File: src/rtl/mem_port_arbiter_if.sv
// Requester and RAM-side bus bundle for the memory port arbiter.
// slave = arbiter view, master = pipeline/RAM view.
interface mem_port_arbiter_if #(
  parameter int ADDR_W = 11,
  parameter int DATA_W = 32
);
  logic              if_req;
  logic [ADDR_W-1:0] if_addr;
  logic              if_gnt;
  logic              if_rvalid;
  logic [DATA_W-1:0] if_rdata;
  logic              d_req;
  logic              d_we;
  logic [ADDR_W-1:0] d_addr;
  logic [DATA_W-1:0] d_wdata;
  logic              d_gnt;
  logic              d_rvalid;
  logic [DATA_W-1:0] d_rdata;
  logic [ADDR_W-1:0] ram_addr;
  logic              ram_we;
  logic [DATA_W-1:0] ram_wdata;
  logic [DATA_W-1:0] ram_rdata;

  modport slave (
    input  if_req, if_addr,
    output if_gnt, if_rvalid, if_rdata,
    input  d_req, d_we, d_addr, d_wdata,
    output d_gnt, d_rvalid, d_rdata,
    output ram_addr, ram_we, ram_wdata,
    input  ram_rdata
  );

  modport master (
    output if_req, if_addr,
    input  if_gnt, if_rvalid, if_rdata,
    output d_req, d_we, d_addr, d_wdata,
    input  d_gnt, d_rvalid, d_rdata,
    input  ram_addr, ram_we, ram_wdata,
    output ram_rdata
  );
endinterface

File: src/rtl/mem_port_arbiter.sv
// Single-port RAM arbiter: data-priority with fetch starvation guard,
// two-stage read-return pipeline routing data back to its owner.
module mem_port_arbiter #(
  parameter int ADDR_W     = 11,
  parameter int DATA_W     = 32,
  parameter int STARVE_MAX = 4
) (
  input  logic        clk,
  input  logic        rst_n,
  mem_port_arbiter_if.slave bus,
  output logic [15:0] conflict_cnt
);

  localparam logic [3:0] SMAX = 4'(STARVE_MAX);

  logic [3:0]        starve_q, starve_d;
  logic [15:0]       conf_q, conf_d;
  logic              s1_v_q, s1_v_d;
  logic              s1_own_q, s1_own_d;
  logic              if_rv_q, d_rv_q;
  logic [DATA_W-1:0] if_rd_q, if_rd_d;
  logic [DATA_W-1:0] d_rd_q, d_rd_d;
  logic              force_if;
  logic              d_gnt, if_gnt;
  logic              if_ret, d_ret;

  // Grant decision and RAM drive; the winner owns the RAM this cycle.
  always_comb begin
    force_if      = (starve_q == SMAX);
    d_gnt         = bus.d_req & ~(force_if & bus.if_req);
    if_gnt        = bus.if_req & ~d_gnt;
    bus.ram_addr  = '0;
    bus.ram_we    = 1'b0;
    bus.ram_wdata = '0;
    if (d_gnt) begin
      bus.ram_addr  = bus.d_addr;
      bus.ram_we    = bus.d_we;
      bus.ram_wdata = bus.d_wdata;
    end else if (if_gnt) begin
      bus.ram_addr  = bus.if_addr;
    end
  end

  // Next-state for starvation guard, conflict counter and read pipeline.
  always_comb begin
    starve_d = starve_q;
    if (!bus.if_req || if_gnt)
      starve_d = '0;
    else if (starve_q != SMAX)
      starve_d = starve_q + 4'd1;

    conf_d = conf_q;
    if (bus.if_req && bus.d_req && conf_q != 16'hFFFF)
      conf_d = conf_q + 16'd1;

    s1_v_d   = if_gnt | (d_gnt & ~bus.d_we);
    s1_own_d = d_gnt;

    if_ret  = s1_v_q & ~s1_own_q;
    d_ret   = s1_v_q & s1_own_q;
    if_rd_d = if_ret ? bus.ram_rdata : if_rd_q;
    d_rd_d  = d_ret ? bus.ram_rdata : d_rd_q;
  end

  // State registers; reset discards any in-flight read.
  always_ff @(posedge clk or negedge rst_n) begin
    if (!rst_n) begin
      starve_q <= '0;
      conf_q   <= '0;
      s1_v_q   <= 1'b0;
      s1_own_q <= 1'b0;
      if_rv_q  <= 1'b0;
      d_rv_q   <= 1'b0;
      if_rd_q  <= '0;
      d_rd_q   <= '0;
    end else begin
      starve_q <= starve_d;
      conf_q   <= conf_d;
      s1_v_q   <= s1_v_d;
      s1_own_q <= s1_own_d;
      if_rv_q  <= if_ret;
      d_rv_q   <= d_ret;
      if_rd_q  <= if_rd_d;
      d_rd_q   <= d_rd_d;
    end
  end

  assign bus.if_gnt    = if_gnt;
  assign bus.d_gnt     = d_gnt;
  assign bus.if_rvalid = if_rv_q;
  assign bus.d_rvalid  = d_rv_q;
  assign bus.if_rdata  = if_rd_q;
  assign bus.d_rdata   = d_rd_q;
  assign conflict_cnt  = conf_q;

endmodule

File: src/flat_wrapper.sv
// flat-port wrapper written by rule: the top's interface ports become plain ports
module mem_port_arbiter_flat 
#(
  parameter int ADDR_W     = 11,
  parameter int DATA_W     = 32,
  parameter int STARVE_MAX = 4
)
  (clk, rst_n, conflict_cnt, bus_if_req, bus_if_addr, bus_if_gnt, bus_if_rvalid, bus_if_rdata, bus_d_req, bus_d_we, bus_d_addr, bus_d_wdata, bus_d_gnt, bus_d_rvalid, bus_d_rdata, bus_ram_addr, bus_ram_we, bus_ram_wdata, bus_ram_rdata);
  mem_port_arbiter_if #(.ADDR_W(ADDR_W), .DATA_W(DATA_W)) bus_i ();
  input  logic clk;
  input  logic rst_n;
  output logic [15:0] conflict_cnt;
  input wire logic [$bits(bus_i.if_req)-1:0] bus_if_req;
  input wire logic [$bits(bus_i.if_addr)-1:0] bus_if_addr;
  output wire logic [$bits(bus_i.if_gnt)-1:0] bus_if_gnt;
  output wire logic [$bits(bus_i.if_rvalid)-1:0] bus_if_rvalid;
  output wire logic [$bits(bus_i.if_rdata)-1:0] bus_if_rdata;
  input wire logic [$bits(bus_i.d_req)-1:0] bus_d_req;
  input wire logic [$bits(bus_i.d_we)-1:0] bus_d_we;
  input wire logic [$bits(bus_i.d_addr)-1:0] bus_d_addr;
  input wire logic [$bits(bus_i.d_wdata)-1:0] bus_d_wdata;
  output wire logic [$bits(bus_i.d_gnt)-1:0] bus_d_gnt;
  output wire logic [$bits(bus_i.d_rvalid)-1:0] bus_d_rvalid;
  output wire logic [$bits(bus_i.d_rdata)-1:0] bus_d_rdata;
  output wire logic [$bits(bus_i.ram_addr)-1:0] bus_ram_addr;
  output wire logic [$bits(bus_i.ram_we)-1:0] bus_ram_we;
  output wire logic [$bits(bus_i.ram_wdata)-1:0] bus_ram_wdata;
  input wire logic [$bits(bus_i.ram_rdata)-1:0] bus_ram_rdata;
  assign bus_i.if_req = bus_if_req;
  assign bus_i.if_addr = bus_if_addr;
  assign bus_if_gnt = bus_i.if_gnt;
  assign bus_if_rvalid = bus_i.if_rvalid;
  assign bus_if_rdata = bus_i.if_rdata;
  assign bus_i.d_req = bus_d_req;
  assign bus_i.d_we = bus_d_we;
  assign bus_i.d_addr = bus_d_addr;
  assign bus_i.d_wdata = bus_d_wdata;
  assign bus_d_gnt = bus_i.d_gnt;
  assign bus_d_rvalid = bus_i.d_rvalid;
  assign bus_d_rdata = bus_i.d_rdata;
  assign bus_ram_addr = bus_i.ram_addr;
  assign bus_ram_we = bus_i.ram_we;
  assign bus_ram_wdata = bus_i.ram_wdata;
  assign bus_i.ram_rdata = bus_ram_rdata;
  mem_port_arbiter #(.ADDR_W(ADDR_W), .DATA_W(DATA_W), .STARVE_MAX(STARVE_MAX)) u_core (.clk(clk), .rst_n(rst_n), .bus(bus_i), .conflict_cnt(conflict_cnt));
endmodule
File: config.mk
export PLATFORM = sky130hd
export DESIGN_NAME = mem_port_arbiter_flat
export DESIGN_NICKNAME = d
export VERILOG_FILES = /design/src/rtl/mem_port_arbiter_if.sv /design/src/rtl/mem_port_arbiter.sv /design/src/flat_wrapper.sv
export SDC_FILE = /design/constraint.sdc
export NUM_CORES = 1
export LEC_CHECK = 0
export ABC_AREA = 0
export BUFFER_PORTS_ARGS = -buffer_cell sky130_fd_sc_hd__clkbuf_2
export CELL_PAD_IN_SITES_DETAIL_PLACEMENT = 0
export CELL_PAD_IN_SITES_GLOBAL_PLACEMENT = 2
export CORE_MARGIN = 2
export CORE_UTILIZATION = 26
export CTS_BUF_LIST = sky130_fd_sc_hd__clkbuf_16
export DETAILED_ROUTE_END_ITERATION = 10
export GPL_TIMING_DRIVEN = 1
export PLACE_DENSITY = 0.9
export SLEW_MARGIN = 30
export SYNTH_ARGS = -nofsm -noshare
export SYNTH_HDL_FRONTEND = slang
export SYNTH_SLANG_ARGS = --single-unit
File: constraint.sdc
create_clock -name clk -period 1.95 [get_ports clk]
set_input_delay 0 -clock clk [delete_from_list [all_inputs] [get_ports clk]]
set_output_delay 0 -clock clk [all_outputs]
set_load 0.01 [all_outputs]
==> metrics list, run 1 <==
- The startpoint identified for the worst register-to-register timing path is u_core.conflict_cnt[0].
* Count of final max-slew check failures: 0
* Time the final worst path needs with I/O delays and setup: 1820 ps
* Element type at the critical path start: register
- Clock skew on the completed layout was measured at 10.2 ps.
- The core region is 14,600 um2.
- Kind of critical path: register to primary output
* Relative area change from synthesis to final layout: 51.1%
* Worst path max stage delay: 410 ps
- The initial antenna violation count is 0.
- The most critical setup path has its endpoint at bus_ram_addr[8].
- Maximum fanout encountered on the critical timing path: 12
* Areal power density over the cells: 886 nW/um2
* Final hold viol count: 0
* Number of warnings reported in the yosys synthesis log: 0
- Clock tree synthesis found a total of between 80 and 90 sinks.
- between 200 and 250 I/O pins were placed.
- Per-cell via count in the routed design: 4.50
* Antenna diodes: 0
- After routing, the total negative slack on setup checks comes to 0 ps.
- Synthesized flop and latch total: 88
- The floorplan step set the die width to 127 um.
* Maximum number of pins on one net before global-route repair: between 40 and 50
- After synthesis, the share of flip-flops with an asynchronous set or reset is 1.00.
- The floorplan step defined a die boundary enclosing 16,000 um2.
- Via count: 3,413
- Instance area at placement: 5250 um2
- Sorting the synthesized cells by area gives the leading types as dfrtp_1 (56%), mux2_2 (19%), and3_1 (5.4%), xor2_1 (3.1%), nand2_1 (2.8%).
* Count leader, synth: dfrtp_1
- The longest clock path from root to sink contains 2 buffers.
* Post-route insts no fill: 758
- Root Buffer: clkbuf_16
- Final hold analysis gives a worst-case slack of ~86 ps.
- Clock-pin slew reported for the worst setup and hold paths after clock tree synthesis: 70 ps
- Top cell type's share of synthesized area: 0.564
- Maximum level of the CTS H-tree: 3
- Combined buffer and inverter count along the critical path: 3
- Antenna violation net count after detailed routing: 0
- Counting distinct cell types in the post-synthesis netlist gives 36.
* Classification of the worst-slack hold path: input pin to register
- Max-cap violations in this run came to 0.
- Relative max-transition margin: 0.633
- Total number of placement rows: 44
- Reg2Reg Setup Slack: 240 ps
* Cell family contributing the most delay on the critical path: flip-flops
- For this run, the total global-route usage over all layers was measured as 0.128.
- Leakage power: between 3 and 4 nW
- Post-route total power: 5.22 mW
* Slew at the pin closest to its max-slew limit: between 500 and 600 ps
- Cells on worst reg2reg path: 4
- Prevailing post-synth register cell: dfrtp_1
* Period Utilization, post-route: 0.934
- The flow ran to the end, and the final reports show no timing, DRC or antenna violations.
* Cell count along the critical path: 7
* Number of enable flip-flop cells after synthesis: 0
- TritonCTS created 9 clock buffers.
- Setup Slack @ Placement: 222 ps
- The mapped netlist covers 3900 um2.
- In this run the worst setup path begins at u_core.starve_q[0].
- Data arrival time at the worst-slack endpoint: 1820 ps
- The largest individual stage delay along the critical path comes from the cell dfrtp_1.
- By count the netlist is led by dfrtp_1 (88), mux2_2 (65), and3_1 (34).
- Final estimated routing congestion in global placement: 0.756
* Net count reported at finish: 664
- Final setup violation count: 0
- Cell total after placement: 707
* VDD IR-drop max: ~420 uV
* Final setup slack of the worst path: approximately 130 ps
* Share of the core filled with cells in the final layout: 0.404
- Maximum clock frequency: 549 MHz
* Vertical extent of the die: 127 um
- Once layout is done, the placed cells without fillers occupy 5900 um2.
- The first global-routing pass estimated 16.7 mm of wire.
- Fraction of layout cells with a size suffix above 1: 0.552
- Summed over all layers, the global routing overflow is 0.
- TritonCTS built the clock tree.
- DP HPWL: 7.42 mm
- The signal on the critical path passes through inv_1, ha_1, nand4b_1, and2_4, buf_4, o21ai_0, clkbuf_2.
- Number of global-route vias before repair: ~3,500
- Iter 0 DRT Violations: 101
* Number of nets in the synthesized netlist: 411
- The first TritonRoute pass finished after 4 iterations.
* Data required time at the worst endpoint: 1950 ps
- Quantity of I/O buffers inserted on ports: 218
- Synthesized area divided by synthesized cell count: 12.3 um2
- Final WL: 10.3 mm
* Post-DR wirelength/cell: 13.6 um
- Final routed DRC violation total: 0
- Element type at the critical path end: primary output
- Synthesized netlist cell count: 317
- Sequential-to-total area share from yosys stat: 0.564
- Worst flop-to-flop path endpoint: u_core.conflict_cnt[12]
- For this configuration, the core starts out at a cell density of 0.268.
- Clock network latency to the later pin of the worst-skew pair: roughly 330 ps
- The biggest area contributor in the post-synthesis netlist is dfrtp_1.
[worst min-delay path by stage]
stage | startpoint | endpoint | slack (ps) | cells past startpoint
final | bus_if_req | u_core.conflict_cnt[4] | 90 | 4
after global routing | bus_if_req | u_core.conflict_cnt[2] | 100 | 4
after CTS | bus_if_req | u_core.conflict_cnt[4] | 80 | 4
after detailed placement | rst_n | u_core.conflict_cnt[6] | 30 | 1
after global placement | rst_n | u_core.conflict_cnt[6] | 20 | 1
after floorplan | rst_n | u_core.bus.d_rdata[0] | -300 | 0
[state kept, by name, indices dropped and copies added, names as in the netlist]
register and flops:
u_core.bus.d_rdata 32, u_core.conflict_cnt 16, u_core.s1_own_q 1, u_core.starve_q 4, u_core.s1_v_q 1, u_core.bus.if_rvalid 1
u_core.bus.if_rdata 32, u_core.bus.d_rvalid 1
[cell usage in the layout (no fill, tap or decap), types with 2 or more instances in the layout]
| master | synthesis | final |
|---|---|---|
| clkbuf_2 | 1 | 217 |
| dfrtp_1 | 88 | 88 |
| mux2_2 | 65 | 65 |
| and3_1 | 34 | 34 |
| dlygate4sd3_1 | 0 | 34 |
| nand2_1 | 29 | 28 |
| xor2_1 | 14 | 14 |
| nor2_1 | 11 | 11 |
| clkbuf_16 | 0 | 9 |
| nand3_1 | 7 | 7 |
| buf_4 | 1 | 6 |
| o21ai_0 | 11 | 5 |
| o21ai_1 | 0 | 5 |
| nor3_1 | 5 | 5 |
| inv_1 | 4 | 4 |
| nand4_1 | 4 | 4 |
| nor4_1 | 4 | 4 |
| ha_1 | 3 | 3 |
| buf_12 | 0 | 3 |
| nand2_2 | 1 | 2 |
| clkinv_4 | 0 | 2 |
| clkinv_2 | 0 | 2 |
[final cells by class]
class / count / area (um2)
repair buffers: 261 / 1540
clock buffers: 9 / 225
multi-input cells: 206 / 1620
clock inverters: 6 / 61.3
flip-flops and latches: 88 / 2200
fillers: 1413 / 8690
inverters: 4 / 15.0
well taps: 184 / 230
[timing repair]
item | in CTS | in global routing
gates cloned | 0 | 1
setup buffers | 0 | 1
hold buffers | 34 | 0
endpoints found under the setup margin | 1 | 11
resized for setup | 1 | 11
endpoints found under the hold margin | 105 | 0
[tightest hold or removal path, cell delays in order]
cell	delay, ps
clkbuf_2	110
nand2_2	90
nor4b_1	60
xor2_1	110
[cells by family after synthesis]
| kind of cell | count (synthesis) | share of synthesized area |
|---|---|---|
| and+or+nand+nor | 110 | 0.160 |
| AOI/OAI and AO/OA | 12 | 0.0160 |
| DFF | 88 | 0.564 |
| xor gates and xnor gates | 15 | 0.0337 |
| adders and majority gates | 3 | 0.00962 |
| muxes | 66 | 0.191 |
| buffers and inverters | 23 | 0.0250 |
[where the power goes]
group | leakage (nW) | internal (mW) | switching [mW]
registers | 1.06 | 2.12 | 0.220
logic | 1.86 | 0.642 | 0.588
clock network | 0.143 | 0.980 | 0.669
[layer usage]
metal | global-route usage | part of all wire | vias to the layer above
li1 | - | - | 1620
met4 | 0.0401 | 0.015 | 0
met5 | 0 | 0 | -
met3 | 0.0354 | 0.075 | 11
met2 | 0.221 | 0.50 | 155
met1 | 0.155 | 0.41 | 1627
Power figures use the tool's default switching activity.
==> run 2, diff against run 1 <==
- CELL_PAD_IN_SITES_DETAIL_PLACEMENT: 0 -> 1
==> metrics list, run 2 (same netlist as run 1, synthesis figures left out) <==
- For the pin with the worst max-slew slack, the measured transition is approximately 550 ps.
- Buffers inserted during clock tree synthesis total 9.
- Maximum number of pins on one net before global-route repair: 49
* Leading cell type in the layout, fill and taps excluded: clkbuf_2
- For this run, design rule violations remaining after detail routing come to 0.
* Final WL: 11.8 mm
* Final hold viol count: 0
- The die covers 16,000 um2.
- Fraction of layout cells with a size suffix above 1: 0.557
* Antenna violations before repair: 0
- Relative area change from synthesis to final layout: 52.2%
- Summed over all failing endpoints, the final setup total negative slack is 0 ps.
- The top cell types in the final layout, fill and taps aside, are clkbuf_2 (215), dfrtp_1 (88), mux2_2 (65).
- Classification of the worst-slack hold path: input pin to register
- For this run, the share of the core covered by cells in the final layout is 0.407.
* Reg2Reg Setup Slack: 210 ps
- Final setup violation count: 0
- The wire-length estimate of the detail-placed layout is 8.48 mm.
* Net count reported at finish: 664
- Post-route insts no fill: between 700 and 800
- The clock period could shrink to 1800 ps.
- Total number of placement rows: between 40 and 50
- Measured along the x axis, the die boundary spans around 130 um.
* Combined global-route utilization of all metal layers: 0.149
* Final estimated routing congestion in global placement: 0.756
- Element type at the critical path end: primary output
* Via count: 3,463
- On the final layout, the worst clock skew is 3.91 ps.
- At the worst endpoint, the arrival time is approximately 1800 ps.
- Leakage power: ~3 nW
- Number of max-capacitance violations reported: 0
- CTS built an H-tree with a depth of 3.
- Count of final max-slew check failures: 0
* Cells on worst reg2reg path: 4
- The tightest hold path in the finished design has a slack of 110 ps.
* Gr ovfl total: 0
- Cell total after placement: 707
- The critical path in this run is classified as register to primary output.
* Top Ports: 219
- Quantity of I/O buffers inserted on ports: around 220
- The first global-routing pass estimated 19.2 mm of wire.
- Areal power density over the cells: 916 nW/um2
* Placeable core region: 14,600 um2
- After detailed routing, the average wire length per cell comes to 15.6 um.
* Vertical extent of the die: 127 um
- The detailed router finished its first iteration with 94 violations.
- Clock tree from TritonCTS: yes
- Clock-pin slew was measured on the worst setup and hold paths at 60 ps.
* Period Utilization, post-route: 0.924
- Data required time at the worst endpoint: between 1500 and 2000 ps
- VDD IR-drop max: 383 uV
- Clock latency on the worst-skew pair, taken at its later pin, is 340 ps.
- Total iterations of the first detailed-routing run: 4
* Starting Density: 0.268
* Per-cell via count in the routed design: 4.57
* # clock sinks: 88
* Antenna diodes: 0
- Status: finished clean
* Maximum buffer depth of the clock tree: 2
* Root Buffer: clkbuf_16
- Headroom to the max-slew limit came out at 0.631.
* Maximum clock frequency: 555 MHz
* Number of instances on the worst hold path: 4
- Element type at the critical path start: register
* Setup repair after global routing missed its margin: yes
- Along the worst path, the maximum fanout reaches 12.
- Number of global-route vias before repair: 3,769
- The detail route stage leaves a number of antenna-violating nets equal to 0.
[run 2: layout make-up]
type	instances	area [um2]
fillers	1643	8650
flip-flops and latches	88	2200
multi-input cells	206	1630
repair buffers	261	1550
well taps	184	230
clock buffers	9	225
clock inverters	6	85.1
inverters	4	15.0
[run 2: critical path: stages (launching register included)]
cell and delay (ps):
dfrtp_1 400, inv_1 70, ha_2 180, nand4b_1 130
and2_4 200, buf_4 180, o21ai_0 160, buf_2 150
[run 2: worst paths after layout]
path / startpoint / to
setup / recovery: u_core.starve_q[0] / bus_ram_addr[6]
hold / removal: bus_if_req / u_core.conflict_cnt[0]
setup reg to reg: u_core.conflict_cnt[0] / u_core.conflict_cnt[12]
hold reg to reg: u_core.bus.if_rdata[19] / u_core.bus.if_rdata[19]
max in group asynchronous: rst_n / u_core.bus.d_rdata[0]
min in group asynchronous: rst_n / u_core.conflict_cnt[12]
[run 2: repair_timing]
action,CTS,global route
endpoints found under the setup margin,1,12
resized for setup,2,18
endpoints found under the hold margin,105,0
cloned,0,1
buffers inserted,0,1
pin swaps,0,1
hold buffers,34,0
[run 2: metal layers]
layer | share of wire | GRT usage
met4 | 0.011 | 0.0446
met3 | 0.071 | 0.0358
met1 | 0.40 | 0.176
met5 | 0 | 0
met2 | 0.52 | 0.267
[run 2: power by group]
group	internal [mW]	switching [mW]	total (mW)
Sequential	2.12	0.233	2.36
Clock	1.11	0.715	1.83
Combinational	0.646	0.616	1.26
[run 2: through the flow]
step / cell area [um2] / setup WS (ps) / power [mW]
4_1_cts: 5900 / 36.2 / 5.52
6_report: 5940 / 149 / 5.44
3_5_place_dp: 5250 / 203 / 3.60
2_1_floorplan: 3900 / 375 / 2.95
5_1_grt: 5940 / -15.1 / 5.77
3_3_place_gp: 5250 / 290 / 3.54
==> run 3, diff against run 2 <==
- MAX_ROUTING_LAYER: default -> met4
==> metrics list, run 3 (same netlist as run 1, synthesis figures left out) <==
- The flow ran to the end, and the final reports show no timing, DRC or antenna violations.
- Clock-pin slew reported for the worst setup and hold paths after clock tree synthesis: about 60 ps
- Storage element area: 2200 um2
- Setup violations remaining at the end of the flow were counted as 0.
- Antenna diodes: 0
- TritonCTS built the clock tree.
* Setup tns final: 0 ps
* Count of final max-slew check failures: 0
- Final routed DRC violation total: 0
* Data arrival time at the worst-slack endpoint: 1790 ps
- The library cell used most frequently in the layout, excluding fill and tap cells, is clkbuf_2.
- Period Utilization, post-route: 0.919
* Total iterations of the first detailed-routing run: 4
- For this design the ratio of total power to cell area is between 900 and 1000 nW/um2.
* Post-DR wirelength/cell: 15.6 um
- Once layout is complete, the utilization of the core stands at 0.407.
* Min-delay src: bus_if_req
- Counting instances, the worst hold path has a depth of 4.
- Top routing layer in use: met4
* Iter 0 DRT Violations: 114
- Time the final worst path needs with I/O delays and setup: 1790 ps
- Setup slack closes at 157 ps.
- For the worst setup path, the data required time is slightly below 2000 ps.
- The count of nets left with antenna violations once routing finished came out at 0.
* Maximum number of pins on one net before global-route repair: 49
* Cell Chain, Critical Path: inv_1, ha_2, nand4b_1, and2_4, buf_6, o21ai_0, clkbuf_2
* Most used cells in the layout excluding fill and tap cells: clkbuf_2 (216), dfrtp_1 (88), mux2_2 (65)
* Minimum hold slack: 102 ps
- VDD IR-drop max: 384 uV
- Maximum fanout encountered on the critical timing path: 13
- Fill cell total of the finished layout: between 1,500 and 2,000
* Startpoint of the worst-slack reg-to-reg timing path: u_core.conflict_cnt[8]
- Summed over all cells, the static leakage comes to roughly 3.1 nW.
* Slew at the pin closest to its max-slew limit: 551 ps
- The die covers 16,000 um2.
- Worst clock skew on the final layout: 4.77 ps
- After detailed placement, the design holds a cell count of 707.
- Starting Density: 0.268
- Post-route total power: 5.44 mW
- For hold timing, the worst endpoint is u_core.conflict_cnt[0].
- The finished cells cover around 5900 um2.
- Static timing analysis puts the maximum clock frequency at between 500 and 600 MHz.
- Measured along the y axis, the die boundary spans between 100 and 150 um.
- Setup repair after global routing could not meet its margin everywhere.
* Final hold viol count: 0
* Maximum level of the CTS H-tree: 3
- Counting both buffers and inverters, the worst setup path holds a total of 3.
* Net count reported at finish: 664
- Root Buffer: clkbuf_16
* Die boundary width: 127 um
- Multi-input gate area in the final layout: 1630 um2
* Worst flop-to-flop path endpoint: u_core.conflict_cnt[1]
* Met2 WL post-DR: 6.15 mm
- Relative area change from synthesis to final layout: 52.1%
- After floorplanning, the core was sized to cover 14,600 um2.
- Per-cell via count in the routed design: 4.57
- Relative max-transition margin: 0.632
- The HPWL after detailed placement is 8.48 mm.
- Classification of the worst-slack hold path: input pin to register
* Total met3 wirelength after detailed routing: 781 um
* Via count: 3,464
* Number of global-route vias before repair: 3,766
- Fraction of layout cells with a size suffix above 1: 0.557
- The worst setup path is captured at a primary output.
* Instance area at placement: 5250 um2
* Number of buffers inserted during clock tree synthesis: 9
- Before CTS, the worst setup slack after placement is just over 200 ps.
* Gr ovfl total: 0
- Total number of placement rows: 44
- The kind of cell with the highest combined delay along the critical path is flip-flops.
- The slowest stage of the critical path is the dfrtp_1 cell.
* Quantity of I/O buffers inserted on ports: 218
- For this run, the total global-route usage over all layers was measured as 0.153.
- The tree built by TritonCTS fans out to 88 sinks.
- Counting along the longest clock path gives a buffer depth of 2.
* Post-route insts no fill: 758
- Across all register-to-register paths, the minimum setup slack is 220 ps.
* Element type at the critical path start: register
- Worst path max stage delay: around 400 ps
- Cells on worst reg2reg path: 4
- Routability-driven placement finished with a final weighted congestion of 0.766.
* Clock network latency to the later pin of the worst-skew pair: 340 ps
- Number of max-capacitance violations reported: 0
- The critical path is of the register to primary output type.
- In this run the count of I/O pins placed on the die edge is 219.
- First-pass GRT wire length: approximately 19 mm
- The initial antenna violation count came to 0.
- The final layout contains routed wiring with a total length of 11.8 mm.
- Post-Route M1 WL: 4.77 mm
run 3: report_power, final:
| part | switching [mW] | internal, mW |
|---|---|---|
| registers | 0.233 | 2.12 |
| logic | 0.616 | 0.645 |
| clock network | 0.717 | 1.11 |
| total | 1.57 | 3.88 |
run 3: cell type report:
type | count | area share
timing repair buffer | 261 | 0.260
inverter | 4 | 0.00253
multi-input combinational | 206 | 0.275
sequential | 88 | 0.371
tap | 184 | 0.0388
clock inverter | 6 | 0.0143
clock buffer | 9 | 0.0379
run 3: what timing repair did:
| action | CTS | global route |
|---|---|---|
| gates cloned | 0 | 1 |
| gates resized for setup | 2 | 16 |
| pin swaps | 0 | 0 |
| endpoints found under the hold margin | 105 | 0 |
| setup endpoints to repair | 1 | 12 |
| hold buffers | 34 | 0 |
| setup buffers | 0 | 1 |
run 3: worst max path at each step:
stage | startpoint | endpoint | slack, ps | cells past startpoint
3_5_place_dp | u_core.conflict_cnt[0] | u_core.conflict_cnt[12] | 200 | 4
5_1_grt | u_core.starve_q[0] | bus_ram_addr[2] | -2 | 7
2_1_floorplan | u_core.conflict_cnt[8] | u_core.conflict_cnt[1] | 370 | 4
6_report | u_core.starve_q[0] | bus_ram_addr[2] | 160 | 7
3_3_place_gp | u_core.conflict_cnt[8] | u_core.conflict_cnt[1] | 290 | 4
4_1_cts | u_core.starve_q[0] | bus_ram_addr[1] | 40 | 7
run 3: worst reg2reg max path: stages, from the launching register on:
cell and delay (ps):
dfrtp_1 450, nand4_2 230, nor4_4 530, nor2_2 100, mux2_4 310
run 3: routing by layer:
metal | global-route usage | vias up
li1 | - | 1610
met1 | 0.177 | 1696
met2 | 0.267 | 150
met3 | 0.0346 | 8
met4 | 0.0427 | 0
met5 | - | -
